$ cat src/rtl/vfb_pkg.sv
// Shared types and helpers for the video frame-buffer scheduler.
package vfb_pkg;

    typedef enum logic [1:0] {
        IDLE = 2'd0,
        ARB  = 2'd1,
        CMD  = 2'd2
    } state_t;

    typedef logic [1:0] buf_idx_t;

    localparam logic CMD_WR = 1'b1;
    localparam logic CMD_RD = 1'b0;

    // Lowest buffer index in {0,1,2} that differs from both a and b.
    function automatic buf_idx_t pick_free(input buf_idx_t a, input buf_idx_t b);
        buf_idx_t r;
        r = 2'd0;
        for (int i = 2; i >= 0; i--) begin
            if (buf_idx_t'(i) != a && buf_idx_t'(i) != b) begin
                r = buf_idx_t'(i);
            end
        end
        return r;
    endfunction

endpackage

$ cat src/rtl/vfb_buf_mgr.sv
// Frame-start bookkeeping: pending vsync flags, triple-buffer indices,
// last completed write frame, and the short-frame counter.
// Triple buffering is built only when VFB_TRIPLE_BUF_EN is defined;
// otherwise both buffer indices are held at 0.
module vfb_buf_mgr
    import vfb_pkg::*;
(
    input  logic     clk,
    input  logic     rst_n,
    input  logic     wr_frame_start,
    input  logic     rd_frame_start,
    input  logic     apply,        // scheduler is in ARB: pending starts take effect
    input  logic     wr_full,      // write counter has reached a full frame
    input  logic     wr_complete,  // handshake that finishes the write frame
    output logic     wr_restart,   // write start applied this cycle
    output logic     rd_restart,   // read start applied this cycle
    output buf_idx_t wr_buf,
    output buf_idx_t rd_buf,
    output buf_idx_t wr_buf_nxt,   // write index as seen after this cycle's starts
    output buf_idx_t rd_buf_nxt,   // read index as seen after this cycle's starts
    output logic [7:0] short_cnt
);

    logic       pend_wr_q, pend_wr_d;
    logic       pend_rd_q, pend_rd_d;
    logic [7:0] short_cnt_q, short_cnt_d;

    assign wr_restart = apply & pend_wr_q;
    assign rd_restart = apply & pend_rd_q;

    // Latch vsync pulses until ARB consumes them; count early write restarts.
    always_comb begin
        // NOTE: every variable gets a default first so no path leaves it unassigned (no latch).
        pend_wr_d   = (pend_wr_q & ~apply) | wr_frame_start;
        pend_rd_d   = (pend_rd_q & ~apply) | rd_frame_start;
        short_cnt_d = short_cnt_q;
        if (wr_restart && !wr_full && short_cnt_q != 8'hFF) begin
            short_cnt_d = short_cnt_q + 8'd1;
        end
    end

    // Pending flags and short-frame counter.
    always_ff @(posedge clk or negedge rst_n) begin
        // NOTE: clocked state uses non-blocking assignments so all flops update together.
        if (!rst_n) begin
            pend_wr_q   <= 1'b0;
            pend_rd_q   <= 1'b0;
            short_cnt_q <= 8'd0;
        end else begin
            pend_wr_q   <= pend_wr_d;
            pend_rd_q   <= pend_rd_d;
            short_cnt_q <= short_cnt_d;
        end
    end

    assign short_cnt = short_cnt_q;

`ifdef VFB_TRIPLE_BUF_EN
    buf_idx_t wr_buf_q, wr_buf_d;
    buf_idx_t rd_buf_q, rd_buf_d;
    buf_idx_t last_done_q, last_done_d;
    logic     done_valid_q, done_valid_d;

    // Read side jumps to the newest finished frame; write side takes the free one.
    always_comb begin
        rd_buf_d     = (rd_restart && done_valid_q) ? last_done_q : rd_buf_q;
        wr_buf_d     = wr_restart ? pick_free(rd_buf_d, last_done_q) : wr_buf_q;
        last_done_d  = wr_complete ? wr_buf_q : last_done_q;
        done_valid_d = done_valid_q | wr_complete;
    end

    // Buffer index registers.
    always_ff @(posedge clk or negedge rst_n) begin
        if (!rst_n) begin
            wr_buf_q     <= 2'd0;
            rd_buf_q     <= 2'd1;
            last_done_q  <= 2'd2;
            done_valid_q <= 1'b0;
        end else begin
            wr_buf_q     <= wr_buf_d;
            rd_buf_q     <= rd_buf_d;
            last_done_q  <= last_done_d;
            done_valid_q <= done_valid_d;
        end
    end

    assign wr_buf     = wr_buf_q;
    assign rd_buf     = rd_buf_q;
    assign wr_buf_nxt = wr_buf_d;
    assign rd_buf_nxt = rd_buf_d;
`else
    logic unused_complete;
    assign unused_complete = wr_complete;

    assign wr_buf     = 2'd0;
    assign rd_buf     = 2'd0;
    assign wr_buf_nxt = 2'd0;
    assign rd_buf_nxt = 2'd0;
`endif

endmodule

$ cat src/rtl/vfb_sched.sv
// Frame-buffer scheduler: arbitrates write/read bursts onto the DDR user
// command port and generates burst addresses. Buffer index management is
// in vfb_buf_mgr; triple buffering is enabled by VFB_TRIPLE_BUF_EN.
module vfb_sched
    import vfb_pkg::*;
#(
    parameter int unsigned       ADDR_W       = 28,
    parameter int unsigned       FRAME_BURSTS = 57600,
    parameter int unsigned       BURST_INC    = 8,
    parameter logic [ADDR_W-1:0] FRAME_STRIDE = 28'h0200000,
    parameter logic [ADDR_W-1:0] BASE_ADDR    = 28'h0
) (
    input  logic              clk,
    input  logic              rst_n,
    input  logic              enable,
    input  logic              wr_frame_start,
    input  logic              wr_req,
    output logic              wr_grant,
    input  logic              rd_frame_start,
    input  logic              rd_req,
    input  logic              rd_urgent,
    output logic              rd_grant,
    output logic              cmd_valid,
    input  logic              cmd_ready,
    output logic              cmd_we,
    output logic [ADDR_W-1:0] cmd_addr,
    output buf_idx_t          wr_buf,
    output buf_idx_t          rd_buf,
    output logic [7:0]        short_cnt
);

    localparam int unsigned      CNT_W    = $clog2(FRAME_BURSTS + 1);
    localparam logic [CNT_W-1:0] CNT_FULL = CNT_W'(FRAME_BURSTS);

    state_t            state_q, state_d;
    logic              cmd_valid_q, cmd_valid_d;
    logic              cmd_we_q, cmd_we_d;
    logic [ADDR_W-1:0] cmd_addr_q, cmd_addr_d;
    logic              wr_grant_q, wr_grant_d;
    logic              rd_grant_q, rd_grant_d;
    logic [CNT_W-1:0]  wr_cnt_q, wr_cnt_d;
    logic [CNT_W-1:0]  rd_cnt_q, rd_cnt_d;
    logic              last_rd_q, last_rd_d;

    logic              arb_active;
    logic              wr_full;
    logic              wr_complete;
    logic              wr_restart;
    logic              rd_restart;
    buf_idx_t          wr_buf_nxt;
    buf_idx_t          rd_buf_nxt;
    logic [CNT_W-1:0]  wr_cnt_eff;
    logic [CNT_W-1:0]  rd_cnt_eff;
    logic              wr_elig;
    logic              rd_elig;
    logic              pick_rd;
    logic              pick_wr;

    function automatic logic [ADDR_W-1:0] burst_addr(input buf_idx_t b, input logic [CNT_W-1:0] c);
        return BASE_ADDR + ADDR_W'(b) * FRAME_STRIDE + ADDR_W'(c) * ADDR_W'(BURST_INC);
    endfunction

    assign arb_active  = (state_q == ARB);
    assign wr_full     = (wr_cnt_q == CNT_FULL);
    assign wr_complete = (state_q == CMD) && cmd_ready && (cmd_we_q == CMD_WR)
                         && ((wr_cnt_q + 1'b1) == CNT_FULL);

    vfb_buf_mgr u_buf_mgr (
        .clk            (clk),
        .rst_n          (rst_n),
        .wr_frame_start (wr_frame_start),
        .rd_frame_start (rd_frame_start),
        .apply          (arb_active),
        .wr_full        (wr_full),
        .wr_complete    (wr_complete),
        .wr_restart     (wr_restart),
        .rd_restart     (rd_restart),
        .wr_buf         (wr_buf),
        .rd_buf         (rd_buf),
        .wr_buf_nxt     (wr_buf_nxt),
        .rd_buf_nxt     (rd_buf_nxt),
        .short_cnt      (short_cnt)
    );

    // Counters as seen once this cycle's frame starts are applied.
    assign wr_cnt_eff = wr_restart ? '0 : wr_cnt_q;
    assign rd_cnt_eff = rd_restart ? '0 : rd_cnt_q;
    assign wr_elig    = wr_req && (wr_cnt_eff < CNT_FULL);
    assign rd_elig    = rd_req && (rd_cnt_eff < CNT_FULL);
    // Urgent read wins; otherwise round-robin when both are eligible.
    assign pick_rd    = rd_elig && (rd_urgent || !wr_elig || !last_rd_q);
    assign pick_wr    = wr_elig && !pick_rd;

    // Next-state, command capture and handshake bookkeeping.
    always_comb begin
        state_d     = state_q;
        cmd_valid_d = cmd_valid_q;
        cmd_we_d    = cmd_we_q;
        cmd_addr_d  = cmd_addr_q;
        wr_grant_d  = 1'b0;
        rd_grant_d  = 1'b0;
        wr_cnt_d    = wr_cnt_q;
        rd_cnt_d    = rd_cnt_q;
        last_rd_d   = last_rd_q;

        unique case (state_q)
            IDLE: begin
                if (enable) begin
                    state_d = ARB;
                end
            end
            ARB: begin
                wr_cnt_d = wr_cnt_eff;
                rd_cnt_d = rd_cnt_eff;
                if (!enable) begin
                    state_d = IDLE;
                end else if (pick_rd || pick_wr) begin
                    state_d     = CMD;
                    cmd_valid_d = 1'b1;
                    cmd_we_d    = pick_rd ? CMD_RD : CMD_WR;
                    cmd_addr_d  = pick_rd ? burst_addr(rd_buf_nxt, rd_cnt_eff)
                                          : burst_addr(wr_buf_nxt, wr_cnt_eff);
                end
            end
            CMD: begin
                if (cmd_ready) begin
                    cmd_valid_d = 1'b0;
                    state_d     = ARB;
                    last_rd_d   = (cmd_we_q == CMD_RD);
                    if (cmd_we_q == CMD_WR) begin
                        wr_grant_d = 1'b1;
                        wr_cnt_d   = wr_cnt_q + 1'b1;
                    end else begin
                        rd_grant_d = 1'b1;
                        rd_cnt_d   = rd_cnt_q + 1'b1;
                    end
                end
            end
            default: state_d = IDLE;
        endcase
    end

    // Scheduler state and registered command/grant outputs.
    always_ff @(posedge clk or negedge rst_n) begin
        if (!rst_n) begin
            state_q     <= IDLE;
            cmd_valid_q <= 1'b0;
            cmd_we_q    <= 1'b0;
            cmd_addr_q  <= '0;
            wr_grant_q  <= 1'b0;
            rd_grant_q  <= 1'b0;
            wr_cnt_q    <= '0;
            rd_cnt_q    <= '0;
            last_rd_q   <= 1'b0;
        end else begin
            state_q     <= state_d;
            cmd_valid_q <= cmd_valid_d;
            cmd_we_q    <= cmd_we_d;
            cmd_addr_q  <= cmd_addr_d;
            wr_grant_q  <= wr_grant_d;
            rd_grant_q  <= rd_grant_d;
            wr_cnt_q    <= wr_cnt_d;
            rd_cnt_q    <= rd_cnt_d;
            last_rd_q   <= last_rd_d;
        end
    end

    assign cmd_valid = cmd_valid_q;
    assign cmd_we    = cmd_we_q;
    assign cmd_addr  = cmd_addr_q;
    assign wr_grant  = wr_grant_q;
    assign rd_grant  = rd_grant_q;

endmodule

$ cat config.mk
export PLATFORM = sky130hd
export DESIGN_NAME = vfb_sched
export DESIGN_NICKNAME = d
export VERILOG_FILES = /design/src/rtl/vfb_pkg.sv /design/src/rtl/vfb_buf_mgr.sv /design/src/rtl/vfb_sched.sv
export SDC_FILE = /design/constraint.sdc
export NUM_CORES = 1
export LEC_CHECK = 0
export CAP_MARGIN = 20
export CORE_AREA = 2 2 83 85
export CTS_BUF_LIST = sky130_fd_sc_hd__clkbuf_16
export DETAILED_ROUTE_END_ITERATION = 12
export DIE_AREA = 0 0 85 87
export GPL_ROUTABILITY_DRIVEN = 1
export PLACE_DENSITY = 0.86
export SLEW_MARGIN = 10
export SYNTH_ARGS = -nofsm -noshare
export SYNTH_HDL_FRONTEND = slang
export SYNTH_SLANG_ARGS = --single-unit
$ cat constraint.sdc
create_clock -name clk -period 2.5 [get_ports clk]
set_input_delay 0.25 -clock clk [delete_from_list [all_inputs] [get_ports clk]]
set_output_delay 0.25 -clock clk [all_outputs]
set_load 0.01 [all_outputs]
# Yosys cells after proc, flatten, opt, wreduce, memory -nomap -nowiden
# Cells that the tools add are included.
[op_classes]
n_addsub = 3
magnitude_cmp = 2
n_eq_ne = 11
n_mux = 25
bitwise_logic = 8
reduce_logical = 21
[op_table]
columns = ["op", "count"]
rows = [
  ["$mux 16", 6],
  ["$pmux 16 s2", 2],
  ["$add 16x1->16 const B", 2],
  ["$lt 16x16->1 const B", 2],
  ["$mux 19", 1],
  ["$eq 16x16->1 const B", 1],
  ["$ne 2x2->1 const B", 6],
  ["$reduce_and 3->1", 4],
  ["$mux 1", 10],
  ["$add 8x1->8 const B", 1],
  ["$mux 2", 4],
  ["$ne 8x8->1 const B", 1],
  ["$logic_and 1x1->1", 6],
  ["$pmux 2 s3", 1],
  ["$and 1x1->1", 4],
  ["$logic_not 1->1", 4],
  ["$reduce_and 4->1", 1],
  ["$logic_or 1x1->1", 3],
  ["$ne 3x3->1 const B", 1],
  ["$eq 2x1->1 const B", 1],
  ["$eq 2x2->1 const B", 1],
  ["$logic_not 2->1", 1],
  ["$not 1->1", 2],
  ["$or 1x1->1", 2],
  ["3 further kinds", 3],
]
[word_totals]
register_bits = 77
in_bits = 9
output_inout_bits = 44
word_cells = 82

# Logic depth before layout (Yosys ltp)
[logic_depth]
depth_word = 15
ltp_mapped = 8
depth_no_buf = 7

# Hierarchy
# From an unflattened synthesis, not the netlist that was laid out.
[hier_totals]
cells_unflattened = 435
area_unflattened_um2 = 4184.0
[by_module_without_submodules]
columns = ["module", "n_inst", "cells_per_inst", "area_each_um2", "seq_area_each_um2"]
rows = [
  ["vfb_sched", 1, 378, 3580.9, 1426.4],
  ["vfb_buf_mgr", 1, 57, 603.1, 250.2],
]

# Worst setup path before layout
# No wires, ideal clock.
[synth_path]
path_kind = "register to register"
from = "register wr_cnt_q[7]"
to = "register u_buf_mgr.short_cnt_q[5] (netlist: u_buf_mgr.short_cnt[5])"
t_arrival_ns = 1.787
required_time_ns = 2.368
slack_ns = 0.581
path_stages_with_launch = 6
path_buffers = 0
synth_period_minus_slack_ns = 1.919
path_cell_list = "dfrtp_1 or4_1 or4b_4 nand3_1 nor3_1 xor2_1"
[synth_between]
elab_chain_cells = 4
[synth_lines]
columns = ["item", "line", "source"]
rows = [
  ["start: declaration", "vfb_sched.sv:41", "logic [CNT_W-1:0] wr_cnt_q, wr_cnt_d;"],
  ["start signal: assignment", "vfb_sched.sv:162", "wr_cnt_q <= wr_cnt_d;"],
  ["$eq 16x16->1", "vfb_sched.sv:64", "assign wr_full = (wr_cnt_q == CNT_FULL);"],
  ["$logic_not 1->1", "vfb_buf_mgr.sv:37", "if (wr_restart && !wr_full && short_cnt_q != 8'hFF) begin"],
  ["$logic_and 1x1->1 (2 in series)", "vfb_buf_mgr.sv:37", ""],
  ["end signal: assignment", "vfb_buf_mgr.sv:52", "short_cnt_q <= short_cnt_d;"],
  ["end: declaration", "vfb_buf_mgr.sv:26", "logic [7:0] short_cnt_q, short_cnt_d;"],
]
# No other way between the ends.
# A chain may end at the register's enable or synchronous reset.

# Worst setup path after layout
[layout_path]
from = "register wr_cnt_q[10]"
to = "register cmd_addr_q[6] (netlist: cmd_addr[6])"
[layout_between]
elab_chain_cells = 11
elab_cells_between_ends = 12
classes_between = "order compare (1); mux (2); reduce/logical (9)"
[layout_lines]
columns = ["item", "line", "source"]
rows = [
  ["$mux 16 *", "vfb_sched.sv:86", "assign wr_cnt_eff = wr_restart ? '0 : wr_cnt_q;"],
  ["$lt 16x16->1 *", "vfb_sched.sv:88", "assign wr_elig = wr_req && (wr_cnt_eff < CNT_FULL);"],
  ["$logic_and 1x1->1 *", "vfb_sched.sv:88", ""],
  ["$logic_not 1->1", "vfb_sched.sv:91", "assign pick_rd = rd_elig && (rd_urgent || !wr_elig || !last_rd_q);"],
  ["$logic_or 1x1->1 (2 in series)", "vfb_sched.sv:91", ""],
  ["$logic_and 1x1->1", "vfb_sched.sv:91", ""],
  ["$logic_not 1->1", "vfb_sched.sv:92", "assign pick_wr = wr_elig && !pick_rd;"],
  ["$logic_and 1x1->1", "vfb_sched.sv:92", ""],
  ["$logic_or 1x1->1", "vfb_sched.sv:117", "end else if (pick_rd || pick_wr) begin"],
  ["$reduce_and 3->1 (no source line)", "--", ""],
  ["end signal: assignment", "vfb_sched.sv:159", "cmd_addr_q <= cmd_addr_d;"],
  ["end: declaration", "vfb_sched.sv:38", "logic [ADDR_W-1:0] cmd_addr_q, cmd_addr_d;"],
]
# Mark *: on every way between the ends. The rest lies on a longest branch, timed or not.

==> flow_summary.json <==
{
  "worstHoldPathType": "in2async",
  "ctsResizeCount": 0,
  "multi_input_area_mm2": 0.00163,
  "cap_violations": 0,
  "run_status": "finished with violations",
  "violations": "hold timing",
  "n_antenna_cell": 0,
  "overflow": 0,
  "hold_viol": 29,
  "cp.arrival_ns": 2.41,
  "register_area_mm2": 0.00163,
  "cts_sinks": 65,
  "whs_ns": -0.0104,
  "chipHeight_um": 87,
  "wire_per_inst_um": 16.7,
  "final.setup.tns_ns": 0,
  "fin_nets": 406,
  "grt_antenna_before_repair": 0,
  "cts_tree": "yes",
  "synth_cells": 350,
  "synth_flop_cell": "dfrtp_1",
  "core_mm2": 0.00657,
  "grt_pass1_vias": 2688,
  "hold_buffers": 0,
  "slew_viol_final": 0,
  "io_buffers": 36,
  "synth_edf_count": 0,
  "rsz0062_at_grt": "false",
  "avgSynthCellArea_um2": 9.76,
  "topRoutingLayerUsed": "met4",
  "drive_above_1_share_pct": 8.56,
  "num-fill-cells": 502,
  "syn_area_mm2": 0.00342,
  "grt_max_degree": 37,
  "route.met3.wl_um": 459,
  "setup_viol": 0,
  "path_class": "reg2reg",
  "drt_iter0_markers": 236,
  "powerDensity_mw_per_mm2": 968,
  "grt_pass1_wl_um": 13000,
  "die-width_um": 85,
  "wl_met2_um": 3900,
  "yosysWarnings": 0,
  "reg2reg_from": "wr_cnt_q[10]",
  "wl_met1_um": 3390,
  "worst_pin_slew_ns": 0.941,
  "clk_pin_slew_ns": 0.05,
  "yosysUniqueCellTypes": 56,
  "htree_levels": 3,
  "die_area_mm2": 0.00740,
  "ir_drop_mv": 0.485,
  "pin_count": 53,
  "synth_seq_cells": 65,
  "final_util_pct": 62.3,
  "fin_skew_ns": 0.00600,
  "leakage_uw": 0.00181,
  "seq_area_frac_synth_pct": 47.6,
  "first_pass_iters": 5,
  "cts_max_path_buffers": 2,
  "ff2ff_setup_slack_ns": 0.33,
  "initial_core_util_pct": 52.0,
  "routed_wl_um": 7980,
  "total_power_uw": 3960,
  "grt_use_total_pct": 22.5,
  "areaGrowthSynthToFinish_pct": 19.7,
  "gp_congestion": 0.851,
  "root_buffer": "clkbuf_16",
  "hpwl_um": 5580,
  "fmax_ghz": 0.461,
  "r2r_cells": 6,
  "clock_latency_ns": 0.33,
  "cp-start-kind": "flip-flop",
  "critical_path_required_ns": 2.74,
  "finalCritPeriodShare_pct": 86.8,
  "r2r_end": "cmd_addr[6]",
  "cts_setup_buffers": 0,
  "routed_via_density": 6.10,
  "min_period_ns": 2.17,
  "vias": 2912,
  "cts_buffers": 9,
  "critPathMaxFanout": 24,
  "placementRows": 30,
  "ant_nets": 0,
  "relSlewSlack_pct": 37.3,
  "drc": 0,
  "async_flop_share_pct": 100,
  "crit_path_end_kind": "flip-flop"
}
==> metal layers <==
layer | global-route usage (%) | vias to the layer above
met1 | 29.1 | 1421
met5 | 0 | -
met3 | 4.27 | 30
li1 | - | 1326
met4 | 11.1 | 0
met2 | 36.6 | 135
==> placed cells by master (no fill, tap or decap), types with 3 or more instances in the layout <==
cell type / netlist / layout
or4_1: 3 / 3
a31oi_1: 3 / 3
a32oi_1: 7 / 7
clkbuf_16: 0 / 9
clkdlybuf4s50_1: 0 / 35
clkinv_1: 0 / 3
nor3_1: 4 / 4
buf_4: 19 / 7
xnor2_1: 5 / 5
o21ai_0: 14 / 14
inv_1: 8 / 9
a2bb2oi_1: 8 / 8
ha_1: 4 / 4
nor2_1: 34 / 34
nand2b_1: 3 / 3
nand2_1: 43 / 43
nand4_1: 11 / 11
mux2i_1: 15 / 15
dfrtp_1: 65 / 65
conb_1: 1 / 16
a22o_1: 4 / 4
and3_1: 5 / 5
a21oi_1: 25 / 25
nand3_1: 15 / 15
==> power by group <==
part | switching (uW) | internal [uW] | leakage, uW
logic | 685 | 655 | 0.000842
registers | 241 | 1310 | 0.000841
clock network | 428 | 648 | 0.000125
total | 1350 | 2610 | 0.00181
==> cell type report <==
class | instances | area share, %
inverter | 8 | 0.734
timing repair buffer | 45 | 10.9
multi-input combinational | 264 | 39.9
sequential | 65 | 39.8
clock buffer | 9 | 5.50
clock inverter | 6 | 0.673
tap | 80 | 2.45
==> state kept, by name, indices dropped and copies added, names as in the netlist <==
name,cells
cmd_valid,1
last_rd_q,1
wr_grant,1
cmd_addr,16
cmd_we,1
rd_cnt_q,16
state_q,2
u_buf_mgr.short_cnt,8
u_buf_mgr.pend_wr_q,1
rd_grant,1
wr_cnt_q,16
u_buf_mgr.pend_rd_q,1
==> worst max path at each step <==
stage / startpoint / endpoint / slack, ns / cells after the start
after detailed placement: wr_req / cmd_addr[16] / 0.24 / 5
after CTS: wr_cnt_q[10] / cmd_addr[6] / 0.34 / 6
after global placement: rd_urgent / cmd_addr[18] / 0.32 / 5
after global routing: rd_cnt_q[11] / cmd_addr[16] / 0.21 / 5
after floorplan: wr_cnt_q[7] / u_buf_mgr.short_cnt[5] / 0.58 / 5
final: wr_cnt_q[10] / cmd_addr[6] / 0.33 / 6
==> logic make-up after synthesis <==
family	count (synthesis)	synth area share, %
other	1	0.110
DFF	65	47.6
muxes	16	4.72
buffers and inverters	36	6.22
AOI/OAI and AO/OA	80	17.1
xor gates and xnor gates	7	1.79
and+or+nand+nor	141	21.0
adders and majority gates	4	1.46
==> Yosys cell counts, drive strengths merged (3+ instances only) <==
cell type  instances  area, um^2
nand2b             3        18.8
o21ai             14        70.1
ha                 4        50.1
a21oi             25         125
nand4             11        68.8
a22o               4        35.0
or4                4        33.8
buf               23         163
clkbuf             5        20.0
and3               7        50.1
nor2              34         128
xnor2              5        43.8
nor3               4        20.0
a2bb2oi            8        70.1
a32oi              7        61.3
inv                8        30.0
nand3             15        75.1
a31oi              3        18.8
nand2             43         161
dfrtp             65        1630
mux2i             15         150
==> per-stage QoR <==
| step | hold slack, ns | cells | cell area (um^2) | setup WS (ns) |
|---|---|---|---|---|
| after floorplan | -0.0456 | 365 | 3470 | 0.581 |
| after global placement | 0.345 | 462 | 3840 | 0.324 |
| after global routing | 0.0422 | 477 | 4090 | 0.212 |
| after CTS | 0.00828 | 477 | 4090 | 0.340 |
| after detailed placement | 0.355 | 462 | 3840 | 0.235 |
| final | -0.0104 | 477 | 4090 | 0.331 |
==> worst max-delay path: stages (launching register included) <==
cell and delay, ns:
dfrtp_1 0.42, or4_4 0.56, o211ai_4 0.31, o2bb2ai_2 0.36
buf_12 0.24, nor2_1 0.06, a21oi_1 0.13
No activity file was read; power rests on OpenSTA's default activity.
